### src/rtl/define.v
// Shared fetch-side constants: legal instruction-memory window, PC reset value, nop encoding.
`ifndef FETCH_QUEUE_DEFINE_V
`define FETCH_QUEUE_DEFINE_V

`define IM_BASE    32'h0000_3000
`define IM_LIMIT   32'h0000_6FFC
`define PC_RESET   `IM_BASE
`define INSTR_NOP  32'h0000_0000

`endif

### src/rtl/fetch_queue_pkg.sv
// Types and helpers shared by the fetch queue and its storage array.
`include "define.v"

package fetch_queue_pkg;

  localparam logic [31:0] IM_BASE_DEF  = `IM_BASE;
  localparam logic [31:0] IM_LIMIT_DEF = `IM_LIMIT;
  localparam logic [31:0] PC_RESET_DEF = `PC_RESET;
  localparam logic [31:0] NOP_INSTR    = `INSTR_NOP;

  // One buffered fetch: address, instruction word and address-error flag.
  typedef struct packed {
    logic [31:0] pc;
    logic [31:0] instr;
    logic        adel;
  } fq_entry_t;

  localparam int ENTRY_W = $bits(fq_entry_t);

  // Fetch address error: misaligned word or outside the instruction-memory window.
  function automatic logic fetch_adel(input logic [31:0] pc,
                                      input logic [31:0] base,
                                      input logic [31:0] limit);
    return (pc[1:0] != 2'b00) || (pc < base) || (pc > limit);
  endfunction

endpackage

### src/rtl/fetch_queue_mem.sv
// DEPTH x WIDTH register array: synchronous write, asynchronous read, storage not reset.
module fetch_queue_mem #(
  parameter int DEPTH = 4,
  parameter int PTR_W = 2,
  parameter int WIDTH = 65
) (
  input  logic             clk,
  input  logic             we,
  input  logic [PTR_W-1:0] waddr,
  input  logic [WIDTH-1:0] wdata,
  input  logic [PTR_W-1:0] raddr,
  output logic [WIDTH-1:0] rdata
);

  logic [WIDTH-1:0] mem [DEPTH];

  // Write the addressed entry on an enqueue.
  always_ff @(posedge clk) begin
    if (we) begin
      mem[waddr] <= wdata;
    end
  end

  assign rdata = mem[raddr];

endmodule

### src/rtl/fetch_queue.sv
// Fetch queue between the PC register / instruction memory and the decode stage.
// Buffers {PC, instruction, adel} per fetch, hands entries out over valid/ready,
// and throttles the PC through PC_en so a fetch is never dropped or duplicated.
`include "define.v"

module fetch_queue
  import fetch_queue_pkg::*;
#(
  parameter int          DEPTH    = 4,
  parameter int          PTR_W    = 2,
  parameter logic [31:0] IM_BASE  = `IM_BASE,
  parameter logic [31:0] IM_LIMIT = `IM_LIMIT
) (
  input  logic             clk,
  input  logic             reset,
  input  logic [31:0]      F_PC,
  input  logic [31:0]      F_Instr,
  output logic             PC_en,
  input  logic             flush,
  input  logic             D_ready,
  output logic             D_valid,
  output logic [31:0]      D_PC,
  output logic [31:0]      D_Instr,
  output logic             D_AdEL,
  output logic [PTR_W:0]   count
);

  localparam logic [PTR_W:0]   FULL_COUNT = (PTR_W + 1)'(DEPTH);
  localparam logic [PTR_W:0]   CNT_ONE    = 1;
  localparam logic [PTR_W-1:0] PTR_ONE    = 1;

  logic [PTR_W-1:0] wr_ptr;
  logic [PTR_W-1:0] rd_ptr;
  logic             full;
  logic             empty;
  logic             enq;
  logic             deq;
  fq_entry_t        wr_entry;
  fq_entry_t        rd_entry;
  logic [ENTRY_W-1:0] rd_bits;

  // Handshake terms; PC_en depends on registered occupancy and flush only.
  always_comb begin
    full  = (count == FULL_COUNT);
    empty = (count == '0);
    PC_en = ~full | flush;
    enq   = PC_en & ~flush;
    deq   = ~empty & D_ready & ~flush;
  end

  // Build the entry for this cycle's fetch; faulting addresses carry a nop.
  always_comb begin
    wr_entry.pc    = F_PC;
    wr_entry.adel  = fetch_adel(F_PC, IM_BASE, IM_LIMIT);
    wr_entry.instr = wr_entry.adel ? NOP_INSTR : F_Instr;
  end

  fetch_queue_mem #(
    .DEPTH (DEPTH),
    .PTR_W (PTR_W),
    .WIDTH (ENTRY_W)
  ) u_mem (
    .clk   (clk),
    .we    (enq & ~reset),
    .waddr (wr_ptr),
    .wdata (wr_entry),
    .raddr (rd_ptr),
    .rdata (rd_bits)
  );

  assign rd_entry = fq_entry_t'(rd_bits);

  // Pointer and occupancy update; reset beats flush, flush beats enq/deq.
  always_ff @(posedge clk) begin
    if (reset) begin
      wr_ptr <= '0;
      rd_ptr <= '0;
      count  <= '0;
    end else if (flush) begin
      wr_ptr <= '0;
      rd_ptr <= '0;
      count  <= '0;
    end else begin
      if (enq) begin
        wr_ptr <= wr_ptr + PTR_ONE;
      end
      if (deq) begin
        rd_ptr <= rd_ptr + PTR_ONE;
      end
      case ({enq, deq})
        2'b10:   count <= count + CNT_ONE;
        2'b01:   count <= count - CNT_ONE;
        default: count <= count;
      endcase
    end
  end

  // Head outputs are zeroed when empty so stale storage never leaks out.
  always_comb begin
    D_valid = ~empty;
    D_PC    = D_valid ? rd_entry.pc    : 32'h0;
    D_Instr = D_valid ? rd_entry.instr : 32'h0;
    D_AdEL  = D_valid ? rd_entry.adel  : 1'b0;
  end

endmodule
### config.mk
export PLATFORM = sky130hd
export DESIGN_NAME = fetch_queue
export DESIGN_NICKNAME = d
export VERILOG_FILES = /design/src/rtl/fetch_queue_pkg.sv /design/src/rtl/fetch_queue_mem.sv /design/src/rtl/fetch_queue.sv
export VERILOG_INCLUDE_DIRS = /design/src /design/src/rtl
export SDC_FILE = /design/constraint.sdc
export NUM_CORES = 1
export LEC_CHECK = 0
export CAP_MARGIN = 20
export CORE_UTILIZATION = 55
export CTS_BUF_LIST = sky130_fd_sc_hd__clkbuf_16
export DETAILED_ROUTE_END_ITERATION = 16
export GPL_TIMING_DRIVEN = 0
export PLACE_DENSITY_LB_ADDON = 0.05
export SYNTH_ARGS = -nofsm -noshare
export SYNTH_HDL_FRONTEND = slang
export SYNTH_SLANG_ARGS = --single-unit
### constraint.sdc
create_clock -name clk -period 4.28 [get_ports clk]
set_input_delay 1.284 -clock clk [delete_from_list [all_inputs] [get_ports clk]]
set_output_delay 1.284 -clock clk [all_outputs]
set_load 0.01 [all_outputs]
After elaboration in Yosys (flattened, before gate mapping). Memories as Yosys holds them, arrays and structs flattened. A register that Yosys moved wholly into a read port is not among the register bits. Index checks and enable logic that the tools add are counted.

Add/subtract/negate cells: 4. Multipliers: 0. Div/mod/pow operators: 0. Magnitude comparators: 2. Equal/unequal tests: 3. Shifts and indexed selects: 0. Muxes and demuxes: 9. Bitwise operators: 9. Reductions and logical operators: 6.

Operators by type and width (number): 32-bit 2-to-1 mux (3); 32-bit by 15-bit > comparator with 1-bit output, second input constant (1); 32-bit by 14-bit < comparator with 1-bit output, second input constant (1); 3-bit case mux with 2 select lines (1); 2-bit by 1-bit adder with 2-bit output, second input constant (2); 1-bit AND (4); 2-bit 2-to-1 mux (2); 1-bit inverter (4); 2-bit nonzero test (2); 3-bit by 1-bit adder with 3-bit output, second input constant (1); 3-bit == test, second input constant (1); 3-bit zero test (1); 1-bit 2-to-1 mux (3); 3-bit by 1-bit subtractor with 3-bit output, second input constant (1); 2-bit by 1-bit == test with 1-bit output, second input constant (1); 2-bit == test, second input constant (1); 1-bit logical OR (2); 2-bit OR reduction (1); 1-bit OR (1).

Bits in registers: 7. Bits in latches: 0. RAM bits: 260. ROM bits: 0. Word-level logic and storage cells: 37. Memories: 1.

Memory list: u_mem.mem (depth 4, bits a word 65, rd ports 1, clocked after Yosys merged registers in 1, wr ports 1, RTL line fetch_queue_mem.sv:15) `logic [WIDTH-1:0] mem [DEPTH];`.

Logic depth before layout (Yosys ltp).
Word-level depth: 7. Mapped depth: 7. Mapped depth without buffers: 6.

Cells and area by module. From an unflattened synthesis, not the netlist that was laid out.

Cells, all modules: 508. Area total of the unflattened synthesis: 10851.7 µm².

By module, submodules not included: fetch_queue_mem (times used 1, cells each 343, area an instance 9455.3 µm², seq. area each 7807.5 µm²); fetch_queue (times used 1, cells each 165, area an instance 1396.3 µm², seq. area each 140.1 µm²).

Worst setup path before layout. Ideal clock, no wire load.

Path type: input to register. From: in flush. To: mem u_mem.mem[0][0] (enable). Arrival: 3.440 ns. Data required time: 3.850 ns. Path slack: 0.410 ns. Cell stages on the path: 4. Cells stage by stage: or2_2 clkbuf_1 nor2_1 and2_1.

Longest elaborated chain between the ends: 5. Elaborated cells between the ends (all ways): 6. Those cells by class: 2 x mux; 4 x bitwise.

RTL lines: from (decl) (RTL line fetch_queue.sv:19) `input logic flush,`; 1-bit OR or 1-bit inverter (tied branches) (RTL line fetch_queue.sv:46, fetch_queue.sv:47); 1-bit AND (*) (RTL line fetch_queue.sv:47) `enq = PC_en & ~flush;`; 1-bit AND (*) (RTL line fetch_queue.sv:64) `.we (enq & ~reset),`; 1-bit 2-to-1 mux (*) (RTL line fetch_queue_mem.sv:19) `if (we) begin`; 1-bit 2-to-1 mux (not written as such) (*) (RTL line fetch_queue_mem.sv:20) `mem[waddr] <= wdata;`; to (decl) (RTL line fetch_queue_mem.sv:15).

Every way passes the cells marked *; elsewhere a longest branch is shown, timed or not.

Final worst setup path.
From: reg count[1]. To: out D_PC[24].

Longest elaborated chain between the ends: 2.

RTL lines: from (decl) (RTL line fetch_queue.sv:25) `output logic [PTR_W:0] count`; from (signal assigned) (RTL line fetch_queue.sv:91) `2'b10: count <= count + CNT_ONE;`; from (signal assigned) (RTL line fetch_queue.sv:92) `2'b01: count <= count - CNT_ONE;`; from (signal assigned) (RTL line fetch_queue.sv:93) `default: count <= count;`; 3-bit zero test (RTL line fetch_queue.sv:45) `empty = (count == '0);`; 32-bit 2-to-1 mux (RTL line fetch_queue.sv:101) `D_PC = D_valid ? rd_entry.pc : 32'h0;`; to (decl) (RTL line fetch_queue.sv:22) `output logic [31:0] D_PC,`.

No other way between the ends.

==> results.md <==
- Syn nets: 589
- Post-synthesis sequential element count: 269
- Upper clock frequency limit: 243 MHz
- Count of pins on the block boundary: 138
- Data required, critical path: 3.00 ns
- Instance count of the mapped netlist: 516
- Min-delay src: rd_ptr[0]$_SDFFE_PP0P_
- Relative slew slack: 43.3%
- Post-placement worst setup slack: 0.476 ns
- Power density normalized to cell area: 409 nW/um^2
- Kind of end point of the critical path: output port
- Largest buffer count on any clock path: 3
- Most frequent cell on the critical path: clkbuf_1
- Max Transition Viols Final: 0
- Initial standard-cell utilization of the core: 56.0%
- Reg2reg end: u_mem.mem[0][9]$_DFFE_PP_
- Largest vdd supply drop: 0.470 mV
- Overall fraction of global-route tracks in use: 21.8%
- Delay of the slowest cell on the worst path: 0.55 ns
- Proportion of synthesized chip area in sequential cells: 73.2%
- Count of routing violations after the opening detailed-route iteration: 257
- Share of the clock period used by the worst path: 96.0%
- Core region area: 19500 sq um
- Post-CTS setup-driven buffer insertion count: 0
- Placed cell count: 922
- Clock sink count: 269
- Global route overflow: 0
- Yosys warning count: 0
- Width of the die: 143 um
- Total detailed-routing wirelength: 21000 um
- Final net count: 760
- Worst-path clk slew: 0.06 ns
- CTS buffer count: 28
- Startpoint kind of the worst setup timing path: flop
- End of the critical path: D_PC[24]
- Result of the run: completed
- Library cell contributing the largest single delay on the critical path: clkdlybuf4s50_1
- Leakage component of the power: 4.35 nW
- Smallest setup slack after layout: 0.171 ns
- Worst R2R Path Depth: 4
- Reg area: 7990 sq um
- Number of levels in the clock H-tree: 1
- Number of distinct library cells after synthesis: 29
- Routed wire length per instance: 21.7 um
- Final antenna diode count: 0
- TritonCTS clock tree: built
- Number of placement rows: 51
- Launching instance or port of the critical path: count[1]$_SDFFE_PP0P_
- Max Cap Violations: 0
- Final min period: 4.11 ns
- Port-buffer cells: 137
- Vias in the first global route: 5832
- Cell Area, Placed: 12700 sq um
- Ratio of cells with drive above 1 in the final layout: 24.3%
- Actual slew at the worst max-slew pin: 0.848 ns
- Routed vias/inst: 5.63
- Wire length of the first global-routing pass: 32700 um
- Number of remaining DRC errors: 0
- Reg2Reg Setup Slack: 2.02 ns
- Largest net degree at the start of global routing: 47
- Area growth from synthesis to layout: 24.6%
- Post-route design area: 13600 sq um
- TritonRoute pass-1 iters: 5
- Post-Synthesis Mean Instance Area: 21.1 sq um
- Clock latency on the worst-skew pair: 0.53 ns
- Skew final: 0.0163 ns
- Non-filler cells in the finished layout: 970
- Hold violation count in the final report: 0
- Critical-path cell list: or3_1 > clkbuf_1 > clkbuf_1 > and2_1 > clkdlybuf4s50_1
- WS Path Type: flop to output port
- Finished Core Util: 69.8%
- Final-layout worst hold slack: 0.541 ns
- Number of vias after detailed routing: 5458
- Reg-to-Reg Start: count[2]$_SDFFE_PP0P_
- CP arrival: 2.83 ns
- Setup repair after global routing missed its margin: no
- Detailed-placement wirelength estimate: 12700 um
- Cell area after technology mapping: 10900 sq um
- Final antenna-violating net count: 0
- Clock tree root buffer cell: clkbuf_16
- Number of antenna violations at the first check in global routing: 0
- Weighted congestion at the end of routability-driven global placement: 0.751
- Die Height: 143 um
- Full die area: 20400 sq um
- # setup viols final: 0
- Crit Path Max Fanout: 10
- Number of fill cells: 1236
- Worst min-delay path class: flop to flop
- Multi-input gate area: 2710 sq um
[cells in the final DEF, fill, tap and decap left out, drive strengths merged, types with 2 or more instances in the layout]
cell           instances
and2                  69
buf                   27
bufinv                 2
clkbuf                38
clkdlybuf4s50        137
clkinv                11
dfxtp                  9
edfxtp               260
ha                     5
inv                    8
mux2i                  3
mux4                  65
nand2                  4
nor2                  10
nor4                   4
nor4b                 32
or2                    2
or3                    4
xnor2                  2
xor2                   4
[layer usage]
| layer | GRT usage [%] | routed length [um] | up-vias | share of wire, % |
|---|---|---|---|---|
| met1 | 30.0 | 9180 | 2827 | 44 |
| met4 | 6.45 | 418 | 0 | 2.0 |
| li1 | - | - | 2443 | - |
| met5 | 0 | 0 | - | 0 |
| met2 | 36.7 | 10600 | 153 | 50 |
| met3 | 3.02 | 888 | 35 | 4.2 |
[report_power, final]
| group | switching (mW) | internal (mW) | total (mW) |
|---|---|---|---|
| registers | 0.0132 | 2.92 | 2.94 |
| logic | 0.165 | 0.203 | 0.368 |
| clock network | 0.924 | 1.33 | 2.26 |
| total | 1.10 | 4.46 | 5.56 |
[kinds of logic after synthesis]
group | Yosys count | synth area share (%)
adder cells (fa/ha/maj) | 5 | 0.574
AND/OR/NAND/NOR | 130 | 9.75
XOR/XNOR | 6 | 0.482
AO/OA/AOI/OAI | 4 | 0.241
buffers and inverters | 34 | 2.01
flip-flops | 269 | 73.2
multiplexers | 68 | 13.7
[through the flow]
step	power, mW	setup TNS [ns]
6_report	5.56	0
5_1_grt	5.75	0
4_1_cts	5.61	0
3_5_place_dp	3.36	0
3_3_place_gp	3.35	-380.99
2_1_floorplan	3.15	0
[worst min-delay path by stage]
stage,endpoint,slack (ns),depth (start not counted)
5_1_grt,rd_ptr[0]$_SDFFE_PP0P_,0.57,2
2_1_floorplan,flop,0.48,2
3_5_place_dp,rd_ptr[0]$_SDFFE_PP0P_,0.52,2
3_3_place_gp,rd_ptr[1]$_SDFFE_PP0P_,0.51,2
4_1_cts,rd_ptr[0]$_SDFFE_PP0P_,0.54,2
6_report,rd_ptr[0]$_SDFFE_PP0P_,0.54,2
[state kept, by name (all words and copies together), names as in the netlist, named ones only]
register	flops
u_mem.mem	260
count	3
rd_ptr	2
wr_ptr	2
[critical path, delay by kind of cell, from the launching register on]
kind	cells	cell delay, ns
simple gates	2	0.48
buf+inv	3	1.35
flops	1	0.46
[cell usage after synthesis]
library cell	count	area (sq um)
nor3b_1	1	7.51
clkbuf_1	9	33.8
o21ai_0	1	5.00
buf_2	13	65.1
xor2_1	4	35.0
nor4_2	2	25.0
dfxtp_1	9	180
nor4_1	2	12.5
o31ai_1	1	7.51
ha_1	5	62.6
mux2i_1	3	30.0
edfxtp_1	260	7810
or2_2	2	12.5
nor4b_2	30	450
inv_1	2	7.51
or2b_1	1	7.51
nand3_2	1	10.0
mux4_2	65	1460
nor2_1	10	37.5
or3_1	4	25.0
and2_1	69	432
nand2_1	4	15.0
nor4b_1	2	17.5
xnor2_1	2	17.5
buf_6	10	113
nor3_1	1	5.00
nor2b_1	1	6.26
a21oi_1	1	5.00
o311ai_0	1	8.76
[area by class of cell]
cell class                 count  area share [%]
clock inverter                19            1.00
buffer                        32            1.57
inverter                       2          0.0552
sequential                   269            58.8
tap                          265            2.44
timing repair buffer         141            10.9
clock buffer                  29            5.34
multi-input combinational    213            19.9
[repair_timing]
item	in CTS	in global routing
hold buffers	0	0
gates resized for setup	0	4
endpoints found under the setup margin	0	14
No activity file was read; power rests on OpenSTA's default activity.
